### src/rtl/adder_subtractor.sv
// Registered two's-complement ripple-carry adder/subtractor with signed-overflow flag.
// Optional saturation of the result on overflow is enabled by defining ADD_SUB_SAT_EN.
module adder_subtractor #(
    parameter int WIDTH = 5
) (
    input  logic             clk,
    input  logic             rst_n,
    input  logic [WIDTH-1:0] a,
    input  logic [WIDTH-1:0] b,
    input  logic             cin,
    input  logic             in_valid,
    output logic [WIDTH-1:0] s,
    output logic             v,
    output logic             cout,
    output logic             out_valid
);

    logic [WIDTH-1:0] w_bx;
    logic [WIDTH-1:0] w_sum;
    logic [WIDTH:0]   w_carry;
    logic             w_overflow;
    logic [WIDTH-1:0] w_result;

    logic [WIDTH-1:0] r_s;
    logic             r_v;
    logic             r_cout;
    logic             r_out_valid;

    // cin doubles as the mode bit: it inverts B and supplies the +1 for subtract
    always_comb begin
        w_bx       = '0;
        w_sum      = '0;
        w_carry    = '0;
        w_carry[0] = cin;
        for (int i = 0; i < WIDTH; i++) begin
            w_bx[i]      = b[i] ^ cin;
            w_sum[i]     = a[i] ^ w_bx[i] ^ w_carry[i];
            w_carry[i+1] = (a[i] & w_bx[i]) | (a[i] & w_carry[i]) | (w_bx[i] & w_carry[i]);
        end
    end

    assign w_overflow = w_carry[WIDTH] ^ w_carry[WIDTH-1];

`ifdef ADD_SUB_SAT_EN
    // A wrapped result with its sign bit set means the true value overflowed positive
    always_comb begin
        w_result = w_sum;
        if (w_overflow) begin
            w_result = w_sum[WIDTH-1] ? {1'b0, {(WIDTH-1){1'b1}}}
                                      : {1'b1, {(WIDTH-1){1'b0}}};
        end
    end
`else
    assign w_result = w_sum;
`endif

    always_ff @(posedge clk or negedge rst_n) begin
        if (!rst_n) begin
            r_s         <= '0;
            r_v         <= 1'b0;
            r_cout      <= 1'b0;
            r_out_valid <= 1'b0;
        end else begin
            r_out_valid <= in_valid;
            if (in_valid) begin
                r_s    <= w_result;
                r_v    <= w_overflow;
                r_cout <= w_carry[WIDTH];
            end
        end
    end

    assign s         = r_s;
    assign v         = r_v;
    assign cout      = r_cout;
    assign out_valid = r_out_valid;

endmodule

### config.mk
export PLATFORM = sky130hd
export DESIGN_NAME = adder_subtractor
export DESIGN_NICKNAME = d
export VERILOG_FILES = /design/src/rtl/adder_subtractor.sv
export SDC_FILE = /design/constraint.sdc
export NUM_CORES = 1
export LEC_CHECK = 0
export BUFFER_PORTS_ARGS = -buffer_cell sky130_fd_sc_hd__buf_2
export CAP_MARGIN = 30
export CORE_AREA = 4 4 41 43
export CTS_CLUSTER_DIAMETER = 80
export CTS_CLUSTER_SIZE = 14
export DETAILED_ROUTE_END_ITERATION = 8
export DIE_AREA = 0 0 45 47
export PLACE_DENSITY = 0.71
export SLEW_MARGIN = 20
export SYNTH_ARGS = -nofsm -noshare
export SYNTH_HDL_FRONTEND = slang
export SYNTH_SLANG_ARGS = --single-unit
### constraint.sdc
create_clock -name clk -period 1.6 [get_ports clk]
set_clock_uncertainty 0.1 [all_clocks]
set_input_delay 0.24 -clock clk [delete_from_list [all_inputs] [get_ports clk]]
set_output_delay 0.24 -clock clk [all_outputs]
set_load 0.05 [all_outputs]
After elaboration in Yosys (flattened, before gate mapping)
Index checks and enable logic that the tools add are counted.
Word-level totals
  register bits after elaboration: 8
  input port bits: 14
Cells by class
  bitwise gates (word level): 41
Operators with widths (count)
  bitwise XOR 1 bit: 16
  bitwise AND 1 bit: 15
  bitwise OR 1 bit: 10

Longest topological paths before layout
Gate-level depths: netlist of run 1.
  depth after elaboration: 17
  mapped depth: 10

Worst setup path before layout of run 1
No wires, ideal clock.
  path type: input to register
  start: in cin
  end: reg r_s[4] (netlist: s[4])
  arrival: 2.287 ns
  slack: -0.912 ns
  stages on the path: 9
  buffers on the path: 1
  cells stage by stage: buf_2 -> xor2_1 -> fa_1 -> inv_1 -> fa_1 -> fa_1 -> inv_1 -> fa_1 -> mux2_4
On the way
  word-level cells in the longest chain between the ends: 14
  elaborated cells between the ends (all ways): 27
RTL lines
  start, declared: RTL line 10  | input logic cin,
  bitwise XOR 1 bit: RTL line 36  | w_bx[i] = b[i] ^ cin;
  bitwise AND 1 bit: RTL line 38  | w_carry[i+1] = (a[i] & w_bx[i]) | (a[i] & w_carry[i]) | (w_bx[i] & w_carry[i]);
  bitwise OR 1 bit (2 in series): RTL line 38
  bitwise AND 1 bit: RTL line 38
  bitwise OR 1 bit (2 in series): RTL line 38
  bitwise AND 1 bit: RTL line 38
  bitwise OR 1 bit (2 in series): RTL line 38
  bitwise AND 1 bit: RTL line 38
  bitwise OR 1 bit (2 in series): RTL line 38
  bitwise XOR 1 bit *: RTL line 37  | w_sum[i] = a[i] ^ w_bx[i] ^ w_carry[i];
  via w_result[4]: RTL line 22  | logic [WIDTH-1:0] w_result;
  end signal, assigned: RTL line 66  | r_s <= w_result;
  end, declared: RTL line 24  | logic [WIDTH-1:0] r_s;
Mark *: on every way through the listed nets, which the timed path passes. The rest lies on a longest branch.
A chain may end at the register's enable or synchronous reset.

Final worst setup path of run 1
  start: in b[0]
  end: reg r_v (netlist: v)
On the way
  word-level cells in the longest chain between the ends: 17
  elaborated cells between the ends (all ways): 22
RTL lines
  start, declared: RTL line 9  | input logic [WIDTH-1:0] b,
  bitwise XOR 1 bit *: RTL line 36
  bitwise AND 1 bit: RTL line 38
  bitwise OR 1 bit: RTL line 38
  bitwise OR 1 bit *: RTL line 38
  bitwise AND 1 bit: RTL line 38
  bitwise OR 1 bit: RTL line 38
  bitwise OR 1 bit *: RTL line 38
  bitwise AND 1 bit: RTL line 38
  [2 not listed]
  bitwise AND 1 bit: RTL line 38
  bitwise OR 1 bit: RTL line 38
  bitwise OR 1 bit *: RTL line 38
  bitwise AND 1 bit: RTL line 38
  bitwise OR 1 bit: RTL line 38
  bitwise OR 1 bit *: RTL line 38
  via w_carry[5]: RTL line 20  | logic [WIDTH:0] w_carry;
  bitwise XOR 1 bit *: RTL line 42  | assign w_overflow = w_carry[WIDTH] ^ w_carry[WIDTH-1];
  end signal, assigned: RTL line 67  | r_v <= w_overflow;
  end, declared: RTL line 25  | logic r_v;
Marks and branches as above.

==> reports/metrics.yaml, run 1 <==
final_layout:
  nFillCells: 130
  areaGrowthSynthToFinish_pct: 46.9
  multi_input_area_um2: 254
  fin_nets: 83
  seq_area_um2: 200
  antenna_cells: 0
  drive_gt1_frac: 0.651
  final_util: 0.533
die:
  placementRows: 13
  coreArea_um2: 1300
  pin_count: 22
  die_h_um: 47
  start_util: 0.362
  die_w_um: 45
  die_area_um2: 2120
outcome:
  failed_checks: "setup timing"
  outcome: "complete, but fails checks"
logic_synthesis:
  ys_ff_latch: 8
  synth_common_cells: "8 x dfrtp_1, 6 x inv_1, 4 x fa_1, 4 x mux2_4, 4 x xnor2_1"
  syn_avg_cell_area_um2: 13.5
  netlist_area_um2: 472
  ys_async_sr_fraction: 1.00
  ys.flop_type: "dfrtp_1"
  synth.most_common_cell: "dfrtp_1"
  synthTopCellsByArea: "dfrtp_1 42%, fa_1 17%, mux2_4 13%"
  synth_enable_flop_cells: 0
  synth_nets: 53
  syn_inst: 35
  yosysSeqAreaShare: 0.424
  synth_area_leader_cell: "dfrtp_1"
  yosysWarnings: 0
  yosysTopAreaCellShare: 0.424
  ys_types: 12
power_and_ir_drop:
  p_sw_mw: 0.356
  powerDensity_nw_per_um2: 1220
  p_leak_nw: 0.355
  p_clk_frac: 0.177
  vdd_drop_max_v: 0.000373
  power.internal_mw: 0.489
  seq_power_share: 0.329
  sw_frac_of_total: 0.422
  comb_power_share: 0.494
global_route:
  antenna_found_initial: 0
  grt-ovfl-total: 0
  grt_use_total: 0.0852
  grt_pass1_vias: 336
  grt_max_degree: 10
  grt_pass1_wl_um: 1260
cts:
  clkSinkCount: 8
  cts_buffer_depth: 2
  clkSlewWorstSetupHoldPaths_ns: 0.05
  htreeDepth: 1
  cts_buffers: 3
  cts_tree: "built"
  clkLatencyLatePin_ns: 0.25
  root_buffer: "clkbuf_4"
worst_hold_path:
  hp-class: "in2reg"
place:
  dp_hpwl_um: 688
  globalplace.congestion: 0.616
  portBuffers: 21
sta:
  worstMarginPinSlew_ns: 0.258
  setup_viol: 4
  setup_tns_ns: -1.62
  fin_ws_ns: -0.554
  timing.final.crit_share: 1.35
  final.min_clock_period_ns: 2.15
  relSlewSlack: 0.829
  drv_slew: 0
  rsz0062_at_grt: "true"
  timing.fmax_ghz: 0.464
  hold_viol_final: 0
worst_setup_path:
  cp-start-kind: "input port"
  cp_max_fo: 2
  path_cells: "buf_6 > mux2_4 > fa_2 > inv_2 > fa_2 > fa_2 > inv_2 > fa_2 > xnor2_1 > mux2_4"
  cp-end-kind: "flip-flop"
  critPathRequiredTime_ns: 1.63
  cp_common_cell: "fa_2"
  max_stage_delay_ns: 0.35
  crit_type: "in2reg"
  cp_slowest_cell: "fa_2"
  arrival_ns: 2.19
detailed_routing:
  drtIter0Drc: 0
  met1_length_um: 283
  post_drt_via_cell_ratio: 4.17
  drc: 0
  dr.pass1.iters: 1
  routedWlPerCell_um: 9.81
  routed.top_layer: "met4"
  dr_wl_met2_um: 396
  dr_wl_met3_um: 68
  vias: 325
  wirelength_um: 765
  antenna_left: 0
flow_run:
  cap_violations: 0
## final timing paths
path	start	end	slack, ns	depth (start not counted)
max in group asynchronous	rst_n	cout$_DFFE_PN0P_	0.98	2
hold reg to reg	cout$_DFFE_PN0P_	cout$_DFFE_PN0P_	0.40	1
hold / removal	in_valid	out_valid$_DFF_PN0_	0.14	1
setup reg to reg	s[4]$_DFFE_PN0P_	s[4]$_DFFE_PN0P_	0.74	1
min in group asynchronous	rst_n	s[1]$_DFFE_PN0P_	0.26	2
setup / recovery	b[0]	v$_DFFE_PN0P_	-0.55	10
## metrics by stage
stage	instance area (µm²)	power, mW	instances	setup WS, ns	hold slack [ns]
after floorplan	503	0.589	35	-0.766	-0.156
after global placement	631	0.685	73	-0.819	-0.0165
after detailed placement	631	0.693	73	-0.837	-0.0112
after CTS	689	0.860	78	-0.534	0.133
after global routing	693	0.895	78	-0.600	0.147
final	693	0.845	78	-0.554	0.140
## kinds of logic after synthesis
logic type	Yosys count	share of synthesized area
compound gates	1	0.0106
flops	8	0.424
mux	7	0.194
buf+inv	8	0.0822
fa+ha+maj	4	0.170
xor+xnor	6	0.111
simple gates	1	0.00795
## registers in the layout, summed over array words and instances, names as in the netlist
signal and flops:
v 1, s 5, cout 1, out_valid 1
## critical path, delay by kind of cell
family | cells | cell delay [ns]
mux | 2 | 0.54
fa+ha+maj | 4 | 1.07
xor+xnor | 1 | 0.13
buf+inv | 3 | 0.19
## per-layer routing
metal,GRT usage,vias to the layer above
met5,0,-
met4,0.0877,0
met3,0,2
met2,0.147,15
met1,0.0933,143
li1,-,165
## repair_timing
item | CTS | global route
cloned | 0 | 0
buffers inserted | 1 | 0
pin swaps | 0 | 3
hold buffers | 1 | 0
resized for setup | 4 | 1
endpoints found under the hold margin | 8 | 0
endpoints found under the setup margin | 4 | 4
## cell usage in the layout (no fill, tap or decap)
master and n:
buf_6 2, xor2_2 1, dlygate4sd3_1 1, inv_2 2
dfrtp_1 8, mux2i_1 2, buf_4 5, mux2_4 5
xor2_1 1, buf_8 1, fa_2 4, xnor2_1 4
inv_1 4, clkbuf_4 3, buf_2 18, nor2_1 1
a21oi_1 1
## layout make-up
type,count,share of cell area
tap,15,0.0271
timing repair buffer,27,0.253
clock buffer,3,0.0325
inverter,6,0.0325
multi-input combinational,19,0.366
sequential,8,0.289
## power groups by stage
stage	Clock (mW)	Combinational, mW	Sequential [mW]
6_report	0.149	0.418	0.278
5_1_grt	0.164	0.446	0.285
4_1_cts	0.158	0.423	0.279
3_5_place_dp	0	0.411	0.282
3_3_place_gp	0	0.404	0.281
2_1_floorplan	0	0.131	0.458
Note: power is estimated with default switching activity, not from simulation.
==> inputs of run 2 (changes only) <==
--- a/config.mk
+++ b/config.mk
@@ -7,11 +7,11 @@
 export LEC_CHECK = 0
 export BUFFER_PORTS_ARGS = -buffer_cell sky130_fd_sc_hd__buf_2
 export CAP_MARGIN = 30
-export CORE_AREA = 4 4 41 43
+export CORE_AREA = 3 3 40 42
 export CTS_CLUSTER_DIAMETER = 80
 export CTS_CLUSTER_SIZE = 14
 export DETAILED_ROUTE_END_ITERATION = 8
-export DIE_AREA = 0 0 45 47
+export DIE_AREA = 0 0 43 45
 export PLACE_DENSITY = 0.71
 export SLEW_MARGIN = 20
 export SYNTH_ARGS = -nofsm -noshare
==> reports/metrics.yaml, run 2 (synthesized netlist as in run 1, its figures left out) <==
outcome:
  outcome: "complete, but fails checks"
  failed_checks: "setup timing"
worst_setup_path:
  critPathRequiredTime_ns: 1.63  # about the same
  cp_slowest_cell: "fa_2"
  cp-end-kind: "flip-flop"
  crit_type: "in2reg"
  reg2regPathDepth: 1  # unchanged
  cp_top_family: "adder cells"
  ff2ff_setup_slack_ns: 0.74  # about the same
  arrival_ns: 2.18  # about the same
  startpoint: "b[1]"
  cp_max_fo: 2  # unchanged
  path_cells: "buf_6 > xor2_2 > fa_2 > inv_2 > fa_2 > fa_2 > inv_2 > fa_2 > mux2_4"
  cp-start-kind: "input port"
  max_stage_delay_ns: 0.41  # +0.06 ns
  crit_path_end: "s[4]$_DFFE_PN0P_"
  critical_path_buf_inv_count: 3  # unchanged
  r2r_end: "s[1]$_DFFE_PN0P_"
  r2r_start: "s[1]$_DFFE_PN0P_"
  path_depth: 9  # -1
  cp_common_cell: "fa_2"
sta:
  drv_slew: 0  # unchanged
  fin_ws_ns: -0.547  # +0.00622 ns
  holdWs_ns: 0.137  # -0.00315 ns
  final.min_clock_period_ns: 2.15  # -0.00622 ns
  worstMarginPinSlew_ns: 0.247  # -0.0115 ns
  setup_viol: 4  # unchanged
  relSlewSlack: 0.834  # +0.00531
  timing.fmax_ghz: 0.466  # +0.29%
  setup_tns_ns: -1.58  # +0.0441 ns
  rsz0062_at_grt: "true"
  hold_viol_final: 0  # unchanged
  timing.final.crit_share: 1.34  # -0.00389
final_layout:
  areaGrowthSynthToFinish_pct: 48.5
  layout_common_cells: "18 x buf_2, 8 x dfrtp_1, 6 x buf_4"
  antenna_cells: 0  # unchanged
  largest_reg_flops: 5  # unchanged
  final_common_cell: "buf_2"
  fin_nets: 84  # +1.2%
  final_util: 0.545  # +0.0126
  drive_gt1_frac: 0.656  # +0.00546
worst_hold_path:
  hp-class: "in2reg"
  worst_hold_startpoint: "in_valid"
die:
  die_w_um: 43  # -4.4%
  pin_count: 22  # unchanged
  coreArea_um2: 1280  # -1.3%
  die_h_um: 45  # -4.3%
  start_util: 0.367  # +0.00459
  placementRows: 13  # unchanged
  die_area_um2: 1940  # -8.5%
cts:
  cts_buffer_depth: 2  # unchanged
  htreeDepth: 1  # unchanged
  clkLatencyLatePin_ns: 0.25  # about the same
  clkSinkCount: 8  # unchanged
  root_buffer: "clkbuf_4"
  clkSlewWorstSetupHoldPaths_ns: 0.05  # about the same
  cts_buffers: 3  # unchanged
  cts_tree: "built"
place:
  globalplace.congestion: 0.675  # +9.7%
  portBuffers: 21  # unchanged
global_route:
  grt_pass1_vias: 323  # -3.9%
  grt_use_total: 0.0985  # +0.0133
  grt-ovfl-total: 0  # unchanged
  grt_max_degree: 10  # unchanged
  grt_pass1_wl_um: 1370  # +8.2%
  antenna_found_initial: 0  # unchanged
detailed_routing:
  drtIter0Drc: 2  # +2
  wirelength_um: 821  # +7.3%
  antenna_left: 0  # unchanged
  vias: 336  # +3.4%
  dr.pass1.iters: 4  # +3
  drc: 0  # unchanged
  routedWlPerCell_um: 10.4  # +6.0%
  post_drt_via_cell_ratio: 4.25  # +2.1%
power_and_ir_drop:
  vdd_drop_max_v: 0.000388  # +4.1%
  p_leak_nw: 0.360  # +1.4%
  powerDensity_nw_per_um2: 1210  # -0.93%
  fin_total_pwr_mw: 0.846  # +0.14%
flow_run:
  cap_violations: 0  # unchanged
## run 2: cell count changes in the layout (fill, tap and decap cells not counted)
cell   change
buf_4      +1
## run 2: power breakdown
part           internal [mW]  leakage, nW  total, mW  switching [mW]
clock network         0.0854       0.0138      0.148          0.0624
logic                  0.152        0.253      0.420           0.268
registers              0.253       0.0928      0.278          0.0252
total                  0.490        0.360      0.846           0.356
## run 2: worst min path at each step
| stage | endpoint | cells after the start | slack (ns) |
|---|---|---|---|
| 3_3_place_gp | s[1]$_DFFE_PN0P_ | 1 | -0.02 |
| 5_1_grt | out_valid$_DFF_PN0_ | 1 | 0.14 |
| 6_report | out_valid$_DFF_PN0_ | 1 | 0.14 |
| 4_1_cts | out_valid$_DFF_PN0_ | 1 | 0.13 |
| 2_1_floorplan | cout$_DFFE_PN0P_ | 0 | -0.16 |
| 3_5_place_dp | s[1]$_DFFE_PN0P_ | 1 | -0.01 |
## run 2: stage by stage
step,setup WS [ns],std cells,cell area [µm²]
after floorplan,-0.766,35,503
after global placement,-0.822,73,631
after detailed placement,-0.847,73,631
after CTS,-0.551,77,682
after global routing,-0.589,79,701
final,-0.547,79,701
## run 2: layout make-up
| class | instances | area [µm²] |
|---|---|---|
| fillers | 121 | 584 |
| multi-input cells | 19 | 254 |
| flip-flops and latches | 8 | 200 |
| repair buffers | 28 | 183 |
| clock buffers | 3 | 22.5 |
| inverters | 6 | 22.5 |
| well taps | 15 | 18.8 |
## run 2: metal layers
metal	wire (µm)	vias up	GRT usage
met5	0	-	0
met4	20	0	0.0904
met3	68	2	0.0159
met2	438	15	0.147
met1	294	155	0.122
li1	-	164	-
## run 2: timing repair
action                                  4_1_cts  5_1_grt
endpoints found under the setup margin        4        4
hold buffers                                  1        0
gates cloned                                  0        0
buffers inserted                              0        2
gates resized for setup                       4        1
hold endpoints to repair                      8        0
